===== src/rtl/video_timing_gen_if.sv =====
`default_nettype none
// +----------------------------------------------------------------------------+
// | Module   : video_timing_gen_if                                             |
// | Purpose  : Bus bundle between the raster timing generator and its users.   |
// |            master = controller side (drives pixel enable, PAL request and  |
// |            timer controls), slave = timing generator (drives raster        |
// |            counters, sync/blank flags, strobes and timer status).          |
// | Signals  : CLK_EN_6MB, PAL_MODE, TIMER_LOAD, TIMER_VAL[31:0], TIMER_EN,    |
// |            TIMER_REPEAT, TIMER_IRQ_ACK  -> generator                       |
// |            H_CNT[8:0], V_CNT[8:0], HBLANK, VBLANK, HSYNC_n, VSYNC_n,       |
// |            LINE_START, FRAME_START, TIMER_IRQ, TIMER_CNT[31:0] <- generator|
// | Revision : 1.0  initial release                                            |
// +----------------------------------------------------------------------------+
interface video_timing_gen_if;
   logic        CLK_EN_6MB;
   logic        PAL_MODE;
   logic        TIMER_LOAD;
   logic [31:0] TIMER_VAL;
   logic        TIMER_EN;
   logic        TIMER_REPEAT;
   logic        TIMER_IRQ_ACK;

   logic [8:0]  H_CNT;
   logic [8:0]  V_CNT;
   logic        HBLANK;
   logic        VBLANK;
   logic        HSYNC_n;
   logic        VSYNC_n;
   logic        LINE_START;
   logic        FRAME_START;
   logic        TIMER_IRQ;
   logic [31:0] TIMER_CNT;

   modport master (
      output CLK_EN_6MB, PAL_MODE, TIMER_LOAD, TIMER_VAL, TIMER_EN,
             TIMER_REPEAT, TIMER_IRQ_ACK,
      input  H_CNT, V_CNT, HBLANK, VBLANK, HSYNC_n, VSYNC_n,
             LINE_START, FRAME_START, TIMER_IRQ, TIMER_CNT
   );

   modport slave (
      input  CLK_EN_6MB, PAL_MODE, TIMER_LOAD, TIMER_VAL, TIMER_EN,
             TIMER_REPEAT, TIMER_IRQ_ACK,
      output H_CNT, V_CNT, HBLANK, VBLANK, HSYNC_n, VSYNC_n,
             LINE_START, FRAME_START, TIMER_IRQ, TIMER_CNT
   );
endinterface
`default_nettype wire


===== src/rtl/video_timing_gen.sv =====
`default_nettype none
// +----------------------------------------------------------------------------+
// | Module   : video_timing_gen                                                |
// | Purpose  : Raster timing generator. Advances H/V counters on each pixel    |
// |            enable, produces registered sync/blank flags, line/frame        |
// |            strobes and a pixel-rate countdown interrupt.                   |
// | Ports    : CLK      - system clock                                         |
// |            nRESETP  - synchronous active-low reset                         |
// |            bus      - video_timing_gen_if.slave (controls in, raster and   |
// |                       timer status out)                                    |
// | Revision : 1.0  initial release                                            |
// +----------------------------------------------------------------------------+
module video_timing_gen #(
   parameter int H_TOTAL      = 384,
   parameter int H_ACTIVE     = 320,
   parameter int HSYNC_START  = 336,
   parameter int HSYNC_LEN    = 32,
   parameter int V_TOTAL_NTSC = 264,
   parameter int V_TOTAL_PAL  = 312,
   parameter int VACT_START   = 16,
   parameter int VACT_END     = 240,
   parameter int VSYNC_NTSC   = 248,
   parameter int VSYNC_PAL    = 272,
   parameter int VSYNC_LEN    = 8
) (
   input  logic              CLK,
   input  logic              nRESETP,
   video_timing_gen_if.slave bus
);

   localparam logic [8:0] c_h_last     = 9'(H_TOTAL - 1);
   localparam logic [8:0] c_h_active   = 9'(H_ACTIVE);
   localparam logic [8:0] c_hs_start   = 9'(HSYNC_START);
   localparam logic [8:0] c_hs_end     = 9'(HSYNC_START + HSYNC_LEN);
   localparam logic [8:0] c_vn_last    = 9'(V_TOTAL_NTSC - 1);
   localparam logic [8:0] c_vp_last    = 9'(V_TOTAL_PAL - 1);
   localparam logic [8:0] c_vact_start = 9'(VACT_START);
   localparam logic [8:0] c_vact_end   = 9'(VACT_END);
   localparam logic [8:0] c_vsn_start  = 9'(VSYNC_NTSC);
   localparam logic [8:0] c_vsn_end    = 9'(VSYNC_NTSC + VSYNC_LEN);
   localparam logic [8:0] c_vsp_start  = 9'(VSYNC_PAL);
   localparam logic [8:0] c_vsp_end    = 9'(VSYNC_PAL + VSYNC_LEN);

   logic [8:0]  h_q, h_d, v_q, v_d;
   logic        pal_q, pal_d;
   logic        hblank_q, hblank_d, vblank_q, vblank_d;
   logic        hsync_n_q, hsync_n_d, vsync_n_q, vsync_n_d;
   logic        line_q, line_d, frame_q, frame_d;
   logic [31:0] tcnt_q, tcnt_d, reload_q, reload_d;
   logic        run_q, run_d, irq_q, irq_d;

   logic        w_h_wrap, w_v_wrap;
   logic [8:0]  w_vs_start, w_vs_end;

   // Raster: flags are derived from the next counter values so that they
   // change on the same edge as the counters they describe.
   always_comb begin
      w_h_wrap = (h_q == c_h_last);
      w_v_wrap = w_h_wrap && (v_q == (pal_q ? c_vp_last : c_vn_last));
      h_d      = h_q;
      v_d      = v_q;
      pal_d    = pal_q;
      if (bus.CLK_EN_6MB) begin
         h_d = w_h_wrap ? 9'd0 : h_q + 9'd1;
         if (w_h_wrap) begin
            v_d = w_v_wrap ? 9'd0 : v_q + 9'd1;
         end
         // Frame standard only switches between frames.
         if (w_v_wrap) begin
            pal_d = bus.PAL_MODE;
         end
      end
      w_vs_start = pal_d ? c_vsp_start : c_vsn_start;
      w_vs_end   = pal_d ? c_vsp_end   : c_vsn_end;
      hblank_d   = (h_d >= c_h_active);
      hsync_n_d  = !((h_d >= c_hs_start) && (h_d < c_hs_end));
      vblank_d   = (v_d < c_vact_start) || (v_d >= c_vact_end);
      vsync_n_d  = !((v_d >= w_vs_start) && (v_d < w_vs_end));
      line_d     = bus.CLK_EN_6MB && w_h_wrap;
      frame_d    = bus.CLK_EN_6MB && w_v_wrap;
   end

   // Countdown timer: load beats count; a zero count expires rather than
   // decrementing, so the period is load value + 1 pixels.
   always_comb begin
      tcnt_d   = tcnt_q;
      reload_d = reload_q;
      run_d    = run_q;
      irq_d    = irq_q && !bus.TIMER_IRQ_ACK;
      if (bus.TIMER_LOAD) begin
         tcnt_d   = bus.TIMER_VAL;
         reload_d = bus.TIMER_VAL;
         run_d    = 1'b1;
      end else if (bus.CLK_EN_6MB && bus.TIMER_EN && run_q) begin
         if (tcnt_q == 32'd0) begin
            irq_d = 1'b1;              // set wins over a coincident ack
            if (bus.TIMER_REPEAT) begin
               tcnt_d = reload_q;
            end else begin
               run_d = 1'b0;
            end
         end else begin
            tcnt_d = tcnt_q - 32'd1;
         end
      end
   end

   always_ff @(posedge CLK) begin
      if (!nRESETP) begin
         h_q       <= 9'd0;
         v_q       <= 9'd0;
         pal_q     <= bus.PAL_MODE;
         hblank_q  <= 1'b0;
         vblank_q  <= 1'b1;
         hsync_n_q <= 1'b1;
         vsync_n_q <= 1'b1;
         line_q    <= 1'b0;
         frame_q   <= 1'b0;
         tcnt_q    <= 32'd0;
         reload_q  <= 32'd0;
         run_q     <= 1'b0;
         irq_q     <= 1'b0;
      end else begin
         h_q       <= h_d;
         v_q       <= v_d;
         pal_q     <= pal_d;
         hblank_q  <= hblank_d;
         vblank_q  <= vblank_d;
         hsync_n_q <= hsync_n_d;
         vsync_n_q <= vsync_n_d;
         line_q    <= line_d;
         frame_q   <= frame_d;
         tcnt_q    <= tcnt_d;
         reload_q  <= reload_d;
         run_q     <= run_d;
         irq_q     <= irq_d;
      end
   end

   assign bus.H_CNT       = h_q;
   assign bus.V_CNT       = v_q;
   assign bus.HBLANK      = hblank_q;
   assign bus.VBLANK      = vblank_q;
   assign bus.HSYNC_n     = hsync_n_q;
   assign bus.VSYNC_n     = vsync_n_q;
   assign bus.LINE_START  = line_q;
   assign bus.FRAME_START = frame_q;
   assign bus.TIMER_IRQ   = irq_q;
   assign bus.TIMER_CNT   = tcnt_q;

endmodule
`default_nettype wire


===== src/flat_wrapper.sv =====
// flat-port wrapper written by rule: the top's interface ports become plain ports
module video_timing_gen_flat 
#(
   parameter int H_TOTAL      = 384,
   parameter int H_ACTIVE     = 320,
   parameter int HSYNC_START  = 336,
   parameter int HSYNC_LEN    = 32,
   parameter int V_TOTAL_NTSC = 264,
   parameter int V_TOTAL_PAL  = 312,
   parameter int VACT_START   = 16,
   parameter int VACT_END     = 240,
   parameter int VSYNC_NTSC   = 248,
   parameter int VSYNC_PAL    = 272,
   parameter int VSYNC_LEN    = 8
)
  (CLK, nRESETP, bus_CLK_EN_6MB, bus_PAL_MODE, bus_TIMER_LOAD, bus_TIMER_VAL, bus_TIMER_EN, bus_TIMER_REPEAT, bus_TIMER_IRQ_ACK, bus_H_CNT, bus_V_CNT, bus_HBLANK, bus_VBLANK, bus_HSYNC_n, bus_VSYNC_n, bus_LINE_START, bus_FRAME_START, bus_TIMER_IRQ, bus_TIMER_CNT);
  video_timing_gen_if bus_i ();
  input  logic CLK;
  input  logic nRESETP;
  input wire logic [$bits(bus_i.CLK_EN_6MB)-1:0] bus_CLK_EN_6MB;
  input wire logic [$bits(bus_i.PAL_MODE)-1:0] bus_PAL_MODE;
  input wire logic [$bits(bus_i.TIMER_LOAD)-1:0] bus_TIMER_LOAD;
  input wire logic [$bits(bus_i.TIMER_VAL)-1:0] bus_TIMER_VAL;
  input wire logic [$bits(bus_i.TIMER_EN)-1:0] bus_TIMER_EN;
  input wire logic [$bits(bus_i.TIMER_REPEAT)-1:0] bus_TIMER_REPEAT;
  input wire logic [$bits(bus_i.TIMER_IRQ_ACK)-1:0] bus_TIMER_IRQ_ACK;
  output wire logic [$bits(bus_i.H_CNT)-1:0] bus_H_CNT;
  output wire logic [$bits(bus_i.V_CNT)-1:0] bus_V_CNT;
  output wire logic [$bits(bus_i.HBLANK)-1:0] bus_HBLANK;
  output wire logic [$bits(bus_i.VBLANK)-1:0] bus_VBLANK;
  output wire logic [$bits(bus_i.HSYNC_n)-1:0] bus_HSYNC_n;
  output wire logic [$bits(bus_i.VSYNC_n)-1:0] bus_VSYNC_n;
  output wire logic [$bits(bus_i.LINE_START)-1:0] bus_LINE_START;
  output wire logic [$bits(bus_i.FRAME_START)-1:0] bus_FRAME_START;
  output wire logic [$bits(bus_i.TIMER_IRQ)-1:0] bus_TIMER_IRQ;
  output wire logic [$bits(bus_i.TIMER_CNT)-1:0] bus_TIMER_CNT;
  assign bus_i.CLK_EN_6MB = bus_CLK_EN_6MB;
  assign bus_i.PAL_MODE = bus_PAL_MODE;
  assign bus_i.TIMER_LOAD = bus_TIMER_LOAD;
  assign bus_i.TIMER_VAL = bus_TIMER_VAL;
  assign bus_i.TIMER_EN = bus_TIMER_EN;
  assign bus_i.TIMER_REPEAT = bus_TIMER_REPEAT;
  assign bus_i.TIMER_IRQ_ACK = bus_TIMER_IRQ_ACK;
  assign bus_H_CNT = bus_i.H_CNT;
  assign bus_V_CNT = bus_i.V_CNT;
  assign bus_HBLANK = bus_i.HBLANK;
  assign bus_VBLANK = bus_i.VBLANK;
  assign bus_HSYNC_n = bus_i.HSYNC_n;
  assign bus_VSYNC_n = bus_i.VSYNC_n;
  assign bus_LINE_START = bus_i.LINE_START;
  assign bus_FRAME_START = bus_i.FRAME_START;
  assign bus_TIMER_IRQ = bus_i.TIMER_IRQ;
  assign bus_TIMER_CNT = bus_i.TIMER_CNT;
  video_timing_gen #(.H_TOTAL(H_TOTAL), .H_ACTIVE(H_ACTIVE), .HSYNC_START(HSYNC_START), .HSYNC_LEN(HSYNC_LEN), .V_TOTAL_NTSC(V_TOTAL_NTSC), .V_TOTAL_PAL(V_TOTAL_PAL), .VACT_START(VACT_START), .VACT_END(VACT_END), .VSYNC_NTSC(VSYNC_NTSC), .VSYNC_PAL(VSYNC_PAL), .VSYNC_LEN(VSYNC_LEN)) u_core (.CLK(CLK), .nRESETP(nRESETP), .bus(bus_i));
endmodule

===== config.mk =====
export PLATFORM = sky130hd
export DESIGN_NAME = video_timing_gen_flat
export DESIGN_NICKNAME = d
export VERILOG_FILES = /design/src/rtl/video_timing_gen_if.sv /design/src/rtl/video_timing_gen.sv /design/src/flat_wrapper.sv
export SDC_FILE = /design/constraint.sdc
export NUM_CORES = 1
export LEC_CHECK = 0
export ABC_AREA = 1
export CORE_MARGIN = 4
export CORE_UTILIZATION = 53
export CTS_CLUSTER_SIZE = 12
export DETAILED_ROUTE_END_ITERATION = 16
export GPL_TIMING_DRIVEN = 0
export PLACE_DENSITY = 0.91
export SYNTH_ARGS = -nofsm -noshare
export SYNTH_HDL_FRONTEND = slang
export SYNTH_SLANG_ARGS = --single-unit

===== constraint.sdc =====
create_clock -name CLK -period 2.7 [get_ports CLK]
set_input_delay 0.675 -clock CLK [delete_from_list [all_inputs] [get_ports CLK]]
set_output_delay 0.675 -clock CLK [all_outputs]
set_load 0.005 [all_outputs]

# Yosys cells after proc, flatten, opt, wreduce, memory -nomap -nowiden
# Index checks and enable logic that the tools add are counted.
# totals
reg_bits	91
latchBits	0
ram_bits	0
rom_bits	0
output_inout_bits	57
wordCells	66
n_memories	0
# classes
n_addsub	3
multipliers	0
div	0
magnitude_cmp	7
n_eq_ne	4
n_shift	0
n_mux	22
n_bitwise	0
reduce_logical	17
# op_table
operator	count
two-way mux 32 bit	4
two-way mux 9 bit	6
logical NOT 32 bit	1
subtractor 32 x 1 -> 32 bit (second input constant)	1
adder 9 x 1 -> 9 bit (second input constant)	2
greater-or-equal comparator 9 bit (second input constant)	2
two-way mux 1 bit	10
equality test 9 bit	1
equality test 9 bit (second input constant)	1
greater-or-equal comparator 9 x 8 -> 1 bit (second input constant)	1
greater-or-equal comparator 9 bit	1
less-than comparator 9 x 5 -> 1 bit (second input constant)	1
less-than comparator 9 bit	1
less-than comparator 9 bit (second input constant)	1
logical AND 1 bit	8
two-way mux 6 bit	1
two-way mux 5 bit	1
nonzero test 2 bit	2
logical NOT 1 bit	3
inequality test 3 bit (second input constant)	1
AND reduction 3 bit	1
inequality test 2 bit (second input constant)	1
AND reduction 2 bit	1
logical OR 1 bit	1

# Depth between registers and ports, before layout
# Gate-level depths: netlist of run 1.
# depth
word_depth	9
mapped_depth	18
depth_no_buf	18

# Least setup slack after synthesis of run 1
# OpenSTA, ideal clock, no wires.
# synth_path
kind	input -> register
startpoint	in bus_CLK_EN_6MB
endpoint	reg u_core.vsync_n_q, in the netlist u_core.bus.VSYNC_n
setup_time_ns	0.126
t_arrival_ns	2.391
setup_slack_ns	0.183
cell_stages	15
path_buffers	0
cell_sequence	inv_2 -> nor2_2 -> nand2_2 -> nor2_4 -> nand2_1 -> o21ai_1 -> inv_1 -> ha_1 -> nand2_1 -> nor2_1 -> nand2_1 -> nor2_1 -> nand3_1 -> nand2_1 -> nand3_1
# synth_between
elab_chain_cells	5
word_cells_on_any_way	8
cone_classes	2 x order compare; 4 x mux; 2 x reduce/logical
# synth_rtl
item	line	source
start: declaration	flat_wrapper.sv:20	input wire logic [$bits(bus_i.CLK_EN_6MB)-1:0] bus_CLK_EN_6MB;
two-way mux 1 bit	video_timing_gen.sv:63	if (bus.CLK_EN_6MB) begin
two-way mux 9 bit or two-way mux 5 bit (tied branches)	video_timing_gen.sv:73, video_timing_gen.sv:74	
greater-or-equal comparator 9 bit or less-than comparator 9 bit (tied branches)	video_timing_gen.sv:78	vsync_n_d = !((v_d >= w_vs_start) && (v_d < w_vs_end));
logical AND 1 bit *	video_timing_gen.sv:78	
logical NOT 1 bit *	video_timing_gen.sv:78	
end signal: assignment	video_timing_gen.sv:130	vsync_n_q <= vsync_n_d;
end: declaration	video_timing_gen.sv:47	logic hsync_n_q, hsync_n_d, vsync_n_q, vsync_n_d;
# Mark *: on every way between the ends. The rest lies on a longest branch, timed or not.
# A chain may end at the register's enable or synchronous reset.

# Worst setup path after layout of run 1
# Same ends and word-level chain as after synthesis.

==> impl_metrics.env, run 1 <==
export IMPL_instances_no_fill=1086
export IMPL_switching_power_mw=1.04
export IMPL_dp_cells=1066
export IMPL_post_route_period_util_pct=95.9
export IMPL_grt_pass1_vias=5651
export IMPL_cts_sinks=91
export IMPL_nets=999
export IMPL_htree_num_levels=3
export IMPL_num_vias=5944
export IMPL_fmax_mhz=386
export IMPL_yosysTopAreaCell="dfxtp_1"
export IMPL_vdd_drop_max_uv=427
export IMPL_cp_slowest_cell="ha_1"
export IMPL_p_int_mw=2.08
export IMPL_hold_viol=0
export IMPL_dr_wl_met3_um=1460
export IMPL_yosysSeqAreaShare_pct=34.6
export IMPL_core_area_um2=9730
export IMPL_slew_headroom_pct=55.4
export IMPL_syn_nets=888
export IMPL_p_sw_share_pct=33.4
export IMPL_finalCriticalPeriod_ns=2.59
export IMPL_worst_ep_arrival_time_ns=2.84
export IMPL_tightest_slew_ns=0.670
export IMPL_path_clk_slew_ns=0.10
export IMPL_crit_path_max_incr_delay_ns=0.31
export IMPL_hp_class="reg -> reg"
export IMPL_port_buffers=96
export IMPL_r2r_start="u_core.bus.H_CNT[1]$_SDFF_PN0_"
export IMPL_report_final_slew_viol_count=0
export IMPL_r2r_slack_ns=0.13
export IMPL_crit_chain="clkdlybuf4s15_2 -> inv_2 -> nor2_4 -> nand2_4 -> nor2_4 -> nand2_2 -> o21ai_4 -> inv_2 -> ha_1 -> nand2_1 -> nor2_2 -> nand2_1 -> nor2_1 -> nand3_1 -> nand2_1 -> nand3_1"
export IMPL_cts_tree="built"
export IMPL_syn_to_final_growth_pct=26.4
export IMPL_ant_nets=0
export IMPL_cp_startpoint="bus_CLK_EN_6MB"
export IMPL_leakage_nw=2.97
export IMPL_setup_slack_ns=0.110
export IMPL_cp_required_ns=2.95
export IMPL_antenna_found_initial=0
export IMPL_grt_pass1_wl_um=27100
export IMPL_dp_slack_ns=-0.967
export IMPL_grt_max_degree=18
export IMPL_die_y_um=108
export IMPL_core_rowCount=36
export IMPL_fill_cells=861
export IMPL_drt_total_wl_um=16800
export IMPL_synth_top_area_share_pct=34.6
export IMPL_cp_max_fo=5
export IMPL_cts_hold_buf=0
export IMPL_endpoint="u_core.bus.VSYNC_n$_SDFF_PN1_"
export IMPL_first_iter_violations=572
export IMPL_power_frac_seq_pct=48.0
export IMPL_top_layer="met4"
export IMPL_timing_rr_end="u_core.bus.VSYNC_n$_SDFF_PN1_"
export IMPL_dieArea_um2=11600
export IMPL_track_usage_pct=29.1
export IMPL_gp_congestion=0.968
export IMPL_setup_worst_path_class="in -> reg"
export IMPL_wl_per_cell_um=15.5
export IMPL_diodes=0
export IMPL_initial_core_util_pct=54.1
export IMPL_cp_end_kind="flip-flop"
export IMPL_drive_above_1_share_pct=7.76
export IMPL_rr_worst_depth=16
export IMPL_dp_hpwl_um=12700
export IMPL_synthCells=837
export IMPL_ys_types=34
export IMPL_final_setup_skew_ns=0.00877
export IMPL_clk_latency_ns=0.37
export IMPL_cts_buffer_depth=2
export IMPL_holdWs_ns=0.474
export IMPL_cpMostUsedCell="nand2_1"
export IMPL_drv_cap=0
export IMPL_synth_area_um2=5270
export IMPL_wl_met2_um=7760
export IMPL_p_per_area_nw_per_um2=469
export IMPL_ys_warn_count=0
export IMPL_start_kind="input pin"
export IMPL_share_clk_of_total_power_pct=28.6
export IMPL_cts_made_buffers=9
export IMPL_vias_per_cell=5.47
export IMPL_yosys_top_cells_area="dfxtp_1, nand2_1, a21oi_1"
export IMPL_first_pass_iters=6
export IMPL_ys_ff_latch=91
export IMPL_p_comb_share_pct=23.4
export IMPL_drc=0
export IMPL_status="completed"
export IMPL_root_buffer="clkbuf_8"
export IMPL_avgSynthCellArea_um2=6.29
export IMPL_wl_met1_um=6990
export IMPL_finalSetupViolations=0
export IMPL_overflow=0
export IMPL_io_pin_count=97
export IMPL_tns_ns=0
export IMPL_die_x_um=108
## synth_stat cells, drive strengths merged
cell type and instances:
nor3 5, o211ai 1, a21oi 91, nand3 52, o21ai 46, nand3b 7, buf 13, xnor2 6
clkbuf 18, nand4 13, dfxtp 91, ha 11, xor2 8, or2 4, and2 2, inv 68
nand2 270, nor2 129, o21bai 2
## critical path, delay by kind of cell
| kind | cells | cell delay (ns) |
|---|---|---|
| AND/OR/NAND/NOR | 11 | 1.12 |
| buffers and inverters | 3 | 0.48 |
| adder cells (fa/ha/maj) | 1 | 0.31 |
| AO/OA/AOI/OAI | 1 | 0.24 |
## timing repair
item,CTS,global route
endpoints found under the setup margin,1,1
pin swaps,0,3
gates resized for setup,7,12
buffers inserted,0,4
## layout by cell type (no fill, tap or decap), types with 4 or more instances in the layout
master             n
nand2_1          261
nor2_1           116
clkdlybuf4s50_1   95
a21oi_1           90
dfxtp_1           87
inv_1             62
nand3_1           51
o21ai_0           41
clkbuf_1          16
nand4_1           13
ha_1              10
clkbuf_8           9
xor2_1             8
nand3b_1           7
nand2_2            7
nor2_2             7
xnor2_1            6
nor2_4             6
buf_4              6
nor3_1             5
inv_2              5
buf_2              5
or2_2              4
o21ai_1            4
## cells by family after synthesis
group	synth area share [%]
compound gates	13.5
buf+inv	8.34
simple gates	38.6
xor+xnor	2.33
flops	34.6
fa+ha+maj	2.61
## final cells by class
cell class                 count  area [µm²]  share of cell area, %
timing repair buffer         100         992                   14.9
buffer                        31         181                   2.72
tap                          133         166                   2.50
clock inverter                 6        56.3                  0.846
clock buffer                  10         128                   1.92
sequential                    91        1830                   27.5
multi-input combinational    647        3050                   45.8
inverter                      68         258                   3.87
## per-layer routing
layer / up-vias / track usage, %
met5: - / 0
met3: 53 / 6.96
met1: 2666 / 36.6
met4: 0 / 12.4
met2: 309 / 47.6
li1: 2916 / -
## registers in the layout, indices dropped and copies added (netlist names), 9 cells and up
| register | count |
|---|---|
| u_core.bus.V_CNT | 9 |
| u_core.reload_q | 32 |
| u_core.bus.H_CNT | 9 |
| u_core.bus.TIMER_CNT | 32 |
## through the flow
stage	area [µm²]	utilization, %	power [mW]
6_report	6660	68.4	3.12
5_1_grt	6660	68.4	3.27
4_1_cts	6600	67.8	3.11
3_5_place_dp	6390	65.7	2.23
3_3_place_gp	6390	65.7	2.22
2_1_floorplan	5270	-	1.94
## worst min path at each step
| stage | startpoint | endpoint | slack, ns | depth (start not counted) |
|---|---|---|---|---|
| 2_1_floorplan | u_core.reload_q[10]$_SDFFE_PN0P_ | u_core.reload_q[10]$_SDFFE_PN0P_ | 0.45 | 2 |
| 3_3_place_gp | u_core.bus.TIMER_IRQ$_SDFF_PN0_ | u_core.bus.TIMER_IRQ$_SDFF_PN0_ | 0.46 | 2 |
| 4_1_cts | u_core.reload_q[14]$_SDFFE_PN0P_ | u_core.reload_q[14]$_SDFFE_PN0P_ | 0.48 | 2 |
| 3_5_place_dp | u_core.reload_q[4]$_SDFFE_PN0P_ | u_core.reload_q[4]$_SDFFE_PN0P_ | 0.46 | 2 |
| 5_1_grt | u_core.reload_q[5]$_SDFFE_PN0P_ | u_core.reload_q[5]$_SDFFE_PN0P_ | 0.49 | 2 |
| 6_report | u_core.bus.TIMER_IRQ$_SDFF_PN0_ | u_core.bus.TIMER_IRQ$_SDFF_PN0_ | 0.47 | 2 |
## power groups by stage
stage	logic [mW]	registers (mW)	clock network, mW
floorplan	0.433	1.50	0
global placement	0.698	1.52	0
detailed placement	0.708	1.52	0
CTS	0.716	1.49	0.896
global route	0.818	1.51	0.947
finish	0.732	1.50	0.893
Note: power is estimated with default switching activity, not from simulation.
==> run 2: changes to the inputs <==
--- a/config.mk
+++ b/config.mk
@@ -8,9 +8,10 @@
 export ABC_AREA = 1
 export CORE_MARGIN = 4
 export CORE_UTILIZATION = 53
-export CTS_CLUSTER_SIZE = 12
+export CTS_CLUSTER_SIZE = 30
 export DETAILED_ROUTE_END_ITERATION = 16
-export GPL_TIMING_DRIVEN = 0
+export GPL_TIMING_DRIVEN = 1
+export MAX_ROUTING_LAYER = met4
 export PLACE_DENSITY = 0.91
 export SYNTH_ARGS = -nofsm -noshare
 export SYNTH_HDL_FRONTEND = slang
==> impl_metrics.env, run 2 (synthesized netlist as in run 1, its figures left out) <==
export IMPL_cpMostUsedCell="nand2_1"
export IMPL_track_usage_pct=27.1
export IMPL_fin_area_um2=6610
export IMPL_crit_chain="clkdlybuf4s50_1 -> inv_2 -> nor2_2 -> nand2_2 -> nor2_4 -> nand2_1 -> nand2_1 -> o21ai_2 -> buf_4 -> ha_1 -> nand2_1 -> nor2_1 -> nand2_1 -> nor2_1 -> nand3_1 -> nand2_1 -> nand3_1"
export IMPL_cp_required_ns=2.96
export IMPL_antenna_found_initial=0
export IMPL_slew_headroom_pct=60.9
export IMPL_cp_max_fo=3
export IMPL_final_cell_mix="nand2_1, nor2_1, clkdlybuf4s50_1, a21oi_1, dfxtp_1"
export IMPL_final_setup_skew_ns=0.0122
export IMPL_hold_viol=0
export IMPL_syn_to_final_growth_pct=25.6
export IMPL_cp_slowest_cell="clkdlybuf4s50_1"
export IMPL_report_final_slew_viol_count=0
export IMPL_first_iter_violations=368
export IMPL_power_mw=3.05
export IMPL_rsz0062_at_grt="no"
export IMPL_worst_ep_arrival_time_ns=2.79
export IMPL_hp_class="reg -> reg"
export IMPL_htree_num_levels=3
export IMPL_first_pass_iters=5
export IMPL_drc=0
export IMPL_tightest_slew_ns=0.585
export IMPL_clk_latency_ns=0.37
export IMPL_status="completed"
export IMPL_dp_cells=1063
export IMPL_wl_per_cell_um=14.0
export IMPL_cts_buffer_depth=2
export IMPL_core_area_um2=9730
export IMPL_postCtsResizedCells=0
export IMPL_nets=992
export IMPL_setup_worst_path_class="in -> reg"
export IMPL_leakage_nw=2.97
export IMPL_cp_num_buf_inv=3
export IMPL_cts_tree="built"
export IMPL_port_buffers=96
export IMPL_placed_area_um2=6430
export IMPL_vdd_drop_max_uv=290
export IMPL_core_rowCount=36
export IMPL_cts_made_buffers=9
export IMPL_post_route_period_util_pct=93.8
export IMPL_grt_pass1_vias=5275
export IMPL_grt_pass1_wl_um=24900
export IMPL_drv_cap=0
export IMPL_final_common_cell="nand2_1"
export IMPL_cts_sinks=91
export IMPL_gp_congestion=0.987
export IMPL_grt_max_degree=59
export IMPL_finalSetupViolations=0
export IMPL_ant_nets=0
export IMPL_cp_top_family="simple AND/OR/NAND/NOR gates"
export IMPL_crit_path_max_incr_delay_ns=0.50
export IMPL_drt_total_wl_um=15100
export IMPL_drive_above_1_share_pct=8.14
export IMPL_overflow=0
export IMPL_diodes=0
export IMPL_fin_util_pct=68.0
export IMPL_path_clk_slew_ns=0.10
export IMPL_cp_end_kind="flip-flop"
export IMPL_fmax_mhz=395
export IMPL_dieArea_um2=11600
export IMPL_start_kind="input pin"
export IMPL_p_per_area_nw_per_um2=461
export IMPL_instances_no_fill=1079
export IMPL_root_buffer="clkbuf_8"
export IMPL_die_y_um=108
export IMPL_cts_hold_buf=0
export IMPL_vias_per_cell=5.30
export IMPL_num_vias=5723
export IMPL_finalCriticalPeriod_ns=2.53
export IMPL_io_pin_count=97
export IMPL_initial_core_util_pct=54.1
export IMPL_die_x_um=108
export IMPL_post_cts_buffers=0
export IMPL_dp_hpwl_um=11100
-- run 2: changes by cell type in the layout (fill, tap and decap cells not counted), moves of 3 or more --
| cell | previous run | this run |
|---|---|---|
| clkbuf_2 | 3 | 0 |
| clkbuf_1 | 16 | 0 |
| buf_2 | 5 | 1 |
| buf_4 | 6 | 27 |
| clkinvlp_4 | 1 | 4 |
-- run 2: worst min-delay path: cells and delay by family (launching register included) --
kind	cells	cell delay [ns]
and+or+nand+nor	1	0.07
DFF	1	0.31
AOI/OAI and AO/OA	1	0.06
-- run 2: metal layers --
layer / global-route usage (%) / up-vias / part of all wire, % / wire [µm]
li1: - / 2883 / - / -
met1: 34.5 / 2607 / 43 / 6450
met2: 44.7 / 205 / 49 / 7360
met3: 3.30 / 28 / 6.8 / 1030
met4: 9.38 / 0 / 1.8 / 267
met5: - / - / 0 / 0
-- run 2: stage by stage --
step	hold WS (ns)	setup TNS (ns)	setup WS [ns]
finish	0.475	0	0.167
detailed placement	0.463	-0.254	-0.254
CTS	0.477	0	0.152
global route	0.485	0	0.00943
global placement	0.453	-0.174	-0.174
floorplan	0.446	0	0.183
-- run 2: worst paths after layout --
kind                            slack, ns                        startpoint                                to  cells after the start
worst min-delay path                 0.47  u_core.reload_q[31]$_SDFFE_PN0P_  u_core.reload_q[31]$_SDFFE_PN0P_                      2
worst min register to register       0.47  u_core.reload_q[31]$_SDFFE_PN0P_  u_core.reload_q[31]$_SDFFE_PN0P_                      2
worst max register to register       0.26    u_core.bus.V_CNT[0]$_SDFF_PN0_     u_core.bus.VSYNC_n$_SDFF_PN1_                     17
worst max-delay path                 0.17                    bus_CLK_EN_6MB     u_core.bus.VSYNC_n$_SDFF_PN1_                     17
-- run 2: layout make-up --
type	instances	area (µm²)
sequential	91	1820
clock buffer	9	124
timing repair buffer	124	1180
fill	882	3120
inverter	68	258
clock inverter	7	52.6
tap	133	166
multi-input combinational	647	3010
-- run 2: power by group --
group          switching [mW]  internal [mW]  total, mW
clock                   0.523          0.337      0.860
sequential             0.0821           1.41       1.50
combinational           0.390          0.303      0.693
total                   0.995           2.05       3.05
==> run 3: changes to the inputs <==
--- a/config.mk
+++ b/config.mk
@@ -6,13 +6,14 @@
 export NUM_CORES = 1
 export LEC_CHECK = 0
 export ABC_AREA = 1
+export CORE_ASPECT_RATIO = 1.75
 export CORE_MARGIN = 4
-export CORE_UTILIZATION = 53
+export CORE_UTILIZATION = 40
 export CTS_CLUSTER_SIZE = 30
 export DETAILED_ROUTE_END_ITERATION = 16
 export GPL_TIMING_DRIVEN = 1
 export MAX_ROUTING_LAYER = met4
-export PLACE_DENSITY = 0.91
+export PLACE_DENSITY = 0.74
 export SYNTH_ARGS = -nofsm -noshare
 export SYNTH_HDL_FRONTEND = slang
 export SYNTH_SLANG_ARGS = --single-unit
==> impl_metrics.env, run 3 (synthesized netlist as in run 1, its figures left out) <==
export IMPL_status="completed"
export IMPL_final_cell_mix="nand2_1, nor2_1, clkdlybuf4s50_1, dfxtp_1, a21oi_1"
export IMPL_report_final_slew_viol_count=0
export IMPL_dieArea_um2=15100
export IMPL_p_sw_share_pct=28.7
export IMPL_p_per_area_nw_per_um2=522
export IMPL_grt_max_degree=46
export IMPL_timing_rr_end="u_core.bus.VSYNC_n$_SDFF_PN1_"
export IMPL_p_int_mw=2.57
export IMPL_cts_sinks=91
export IMPL_vdd_drop_max_uv=306
export IMPL_crit_path_max_incr_delay_ns=0.44
export IMPL_cts_tree="built"
export IMPL_fill_cells=1351
export IMPL_first_pass_iters=5
export IMPL_fmax_mhz=404
export IMPL_die_x_um=94.7
export IMPL_drive_above_1_share_pct=9.04
export IMPL_finalCriticalPeriod_ns=2.48
export IMPL_worst_ep_arrival_time_ns=2.70
export IMPL_htree_num_levels=3
export IMPL_r2r_slack_ns=0.22
export IMPL_final_setup_skew_ns=0.0106
export IMPL_cp_end_kind="flip-flop"
export IMPL_multiInputGateArea_um2=3050
export IMPL_root_buffer="clkbuf_16"
export IMPL_wl_per_cell_um=14.4
export IMPL_final_common_cell="nand2_1"
export IMPL_syn_to_final_growth_pct=31.0
export IMPL_share_clk_of_total_power_pct=39.2
export IMPL_track_usage_pct=22.4
export IMPL_nets=997
export IMPL_dp_cells=1105
export IMPL_post_route_period_util_pct=91.7
export IMPL_cp_top_family="simple AND/OR/NAND/NOR gates"
export IMPL_drt_total_wl_um=16100
export IMPL_dp_slack_ns=-0.289
export IMPL_dp_hpwl_um=12400
export IMPL_overflow=0
export IMPL_holdPathEnd="u_core.bus.TIMER_IRQ$_SDFF_PN0_"
export IMPL_leakage_nw=3.11
export IMPL_ant_nets=0
export IMPL_seqCellArea_um2=1820
export IMPL_initial_core_util_pct=40.7
export IMPL_grt_pass1_vias=5540
export IMPL_cts_buffer_depth=2
export IMPL_slew_headroom_pct=63.1
export IMPL_cts_made_buffers=9
export IMPL_port_buffers=96
export IMPL_min_delay_start="u_core.bus.TIMER_IRQ$_SDFF_PN0_"
export IMPL_p_comb_share_pct=19.3
export IMPL_cp_num_buf_inv=1
export IMPL_instances_no_fill=1122
export IMPL_clk_latency_ns=0.35
export IMPL_first_iter_violations=256
export IMPL_cp_required_ns=2.92
export IMPL_crit_chain="ha_1 -> nand2_1 -> nor2_4 -> nand2_2 -> nor2_4 -> nand2_4 -> o21ai_4 -> inv_2 -> ha_1 -> nand2_1 -> nor2_2 -> nand2_1 -> nor2_1 -> nand3_1 -> nand2_1 -> nand3_1"
export IMPL_grt_pass1_wl_um=26300
export IMPL_core_rowCount=55
export IMPL_cts_hold_buf=0
export IMPL_num_vias=5613
export IMPL_finalSetupViolations=0
export IMPL_r2r_start="u_core.bus.H_CNT[0]$_SDFF_PN0_"
export IMPL_cpMostUsedCell="nand2_1"
export IMPL_cp_max_fo=4
export IMPL_vias_per_cell=5.00
export IMPL_hold_path_depth=2
export IMPL_setup_slack_ns=0.224
export IMPL_diodes=0
export IMPL_switching_power_mw=1.03
export IMPL_drc=0
export IMPL_hold_viol=0
export IMPL_rr_worst_depth=16
export IMPL_io_pin_count=97
export IMPL_gp_congestion=0.968
export IMPL_hp_class="reg -> reg"
export IMPL_start_kind="flip-flop"
export IMPL_tightest_slew_ns=0.552
export IMPL_drv_cap=0
export IMPL_cp_slowest_cell="dfxtp_1"
export IMPL_core_area_um2=12900
export IMPL_antenna_found_initial=0
export IMPL_path_clk_slew_ns=0.07
export IMPL_setup_worst_path_class="reg -> reg"
export IMPL_power_frac_seq_pct=41.5
export IMPL_die_y_um=160
==> run 3: cell types whose count changed in the layout (fill, tap and decap cells not counted), moves of 3 or more <==
cell | before | now
buf_4 | 27 | 32
clkbuf_16 | 0 | 9
clkbuf_8 | 9 | 1
clkinvlp_4 | 4 | 0
nor2_1 | 118 | 115
==> run 3: what timing repair did <==
item                                    4_1_cts  5_1_grt
endpoints found under the setup margin        0        1
gates resized for setup                       0       13
setup buffers                                 0        1
==> run 3: worst max-delay path by stage <==
stage,from,endpoint,slack [ns],cells after the start
5_1_grt,u_core.bus.V_CNT[1]$_SDFF_PN0_,u_core.bus.VSYNC_n$_SDFF_PN1_,-0.03,16
4_1_cts,bus_CLK_EN_6MB,u_core.bus.VSYNC_n$_SDFF_PN1_,0.06,16
3_5_place_dp,bus_CLK_EN_6MB,u_core.bus.VSYNC_n$_SDFF_PN1_,-0.29,16
2_1_floorplan,bus_CLK_EN_6MB,u_core.bus.VSYNC_n$_SDFF_PN1_,0.18,15
6_report,u_core.bus.H_CNT[0]$_SDFF_PN0_,u_core.bus.VSYNC_n$_SDFF_PN1_,0.22,16
3_3_place_gp,bus_CLK_EN_6MB,u_core.bus.VSYNC_n$_SDFF_PN1_,-0.27,16
==> run 3: area by class of cell <==
class	count	area share [%]
multi-input cells	647	44.3
clock buffers	10	3.46
inverters	68	3.74
well taps	171	3.10
clock inverters	6	1.38
repair buffers	129	17.7
flip-flops and latches	91	26.4
==> run 3: worst reg2reg max path, stage by stage, from the launching register on <==
cell     delay (ns)
dfxtp_1        0.44
ha_1           0.23
nand2_1        0.12
nor2_4         0.13
nand2_2        0.08
nor2_4         0.15
nand2_4        0.08
o21ai_4        0.20
inv_2          0.08
ha_1           0.29
nand2_1        0.09
nor2_2         0.13
nand2_1        0.06
nor2_1         0.10
nand3_1        0.07
nand2_1        0.07
nand3_1        0.06
==> run 3: metal layers <==
| layer | global-route usage, % | vias up | wire length (µm) |
|---|---|---|---|
| met1 | 21.7 | 2554 | 5830 |
| met2 | 42.6 | 131 | 9230 |
| met5 | - | - | 0 |
| met3 | 3.77 | 28 | 597 |
| met4 | 8.87 | 0 | 473 |
| li1 | - | 2900 | - |
==> run 3: through the flow <==
stage	area [µm²]	hold WS, ns	TNS (ns)	total power, mW	utilization [%]
2_1_floorplan	5270	0.446	0	1.94	-
6_report	6900	0.467	0	3.60	53.3
3_3_place_gp	6510	0.457	-0.272	2.20	50.3
4_1_cts	6840	0.470	0	3.61	52.9
3_5_place_dp	6510	0.457	-0.289	2.21	50.3
5_1_grt	6900	0.493	-0.0284	3.77	53.3
==> run 3: power groups by stage <==
stage,Combinational [mW],Sequential (mW),Clock [mW]
2_1_floorplan,0.433,1.50,0
3_3_place_gp,0.681,1.52,0
3_5_place_dp,0.688,1.52,0
4_1_cts,0.692,1.49,1.43
5_1_grt,0.787,1.50,1.48
6_report,0.693,1.49,1.41
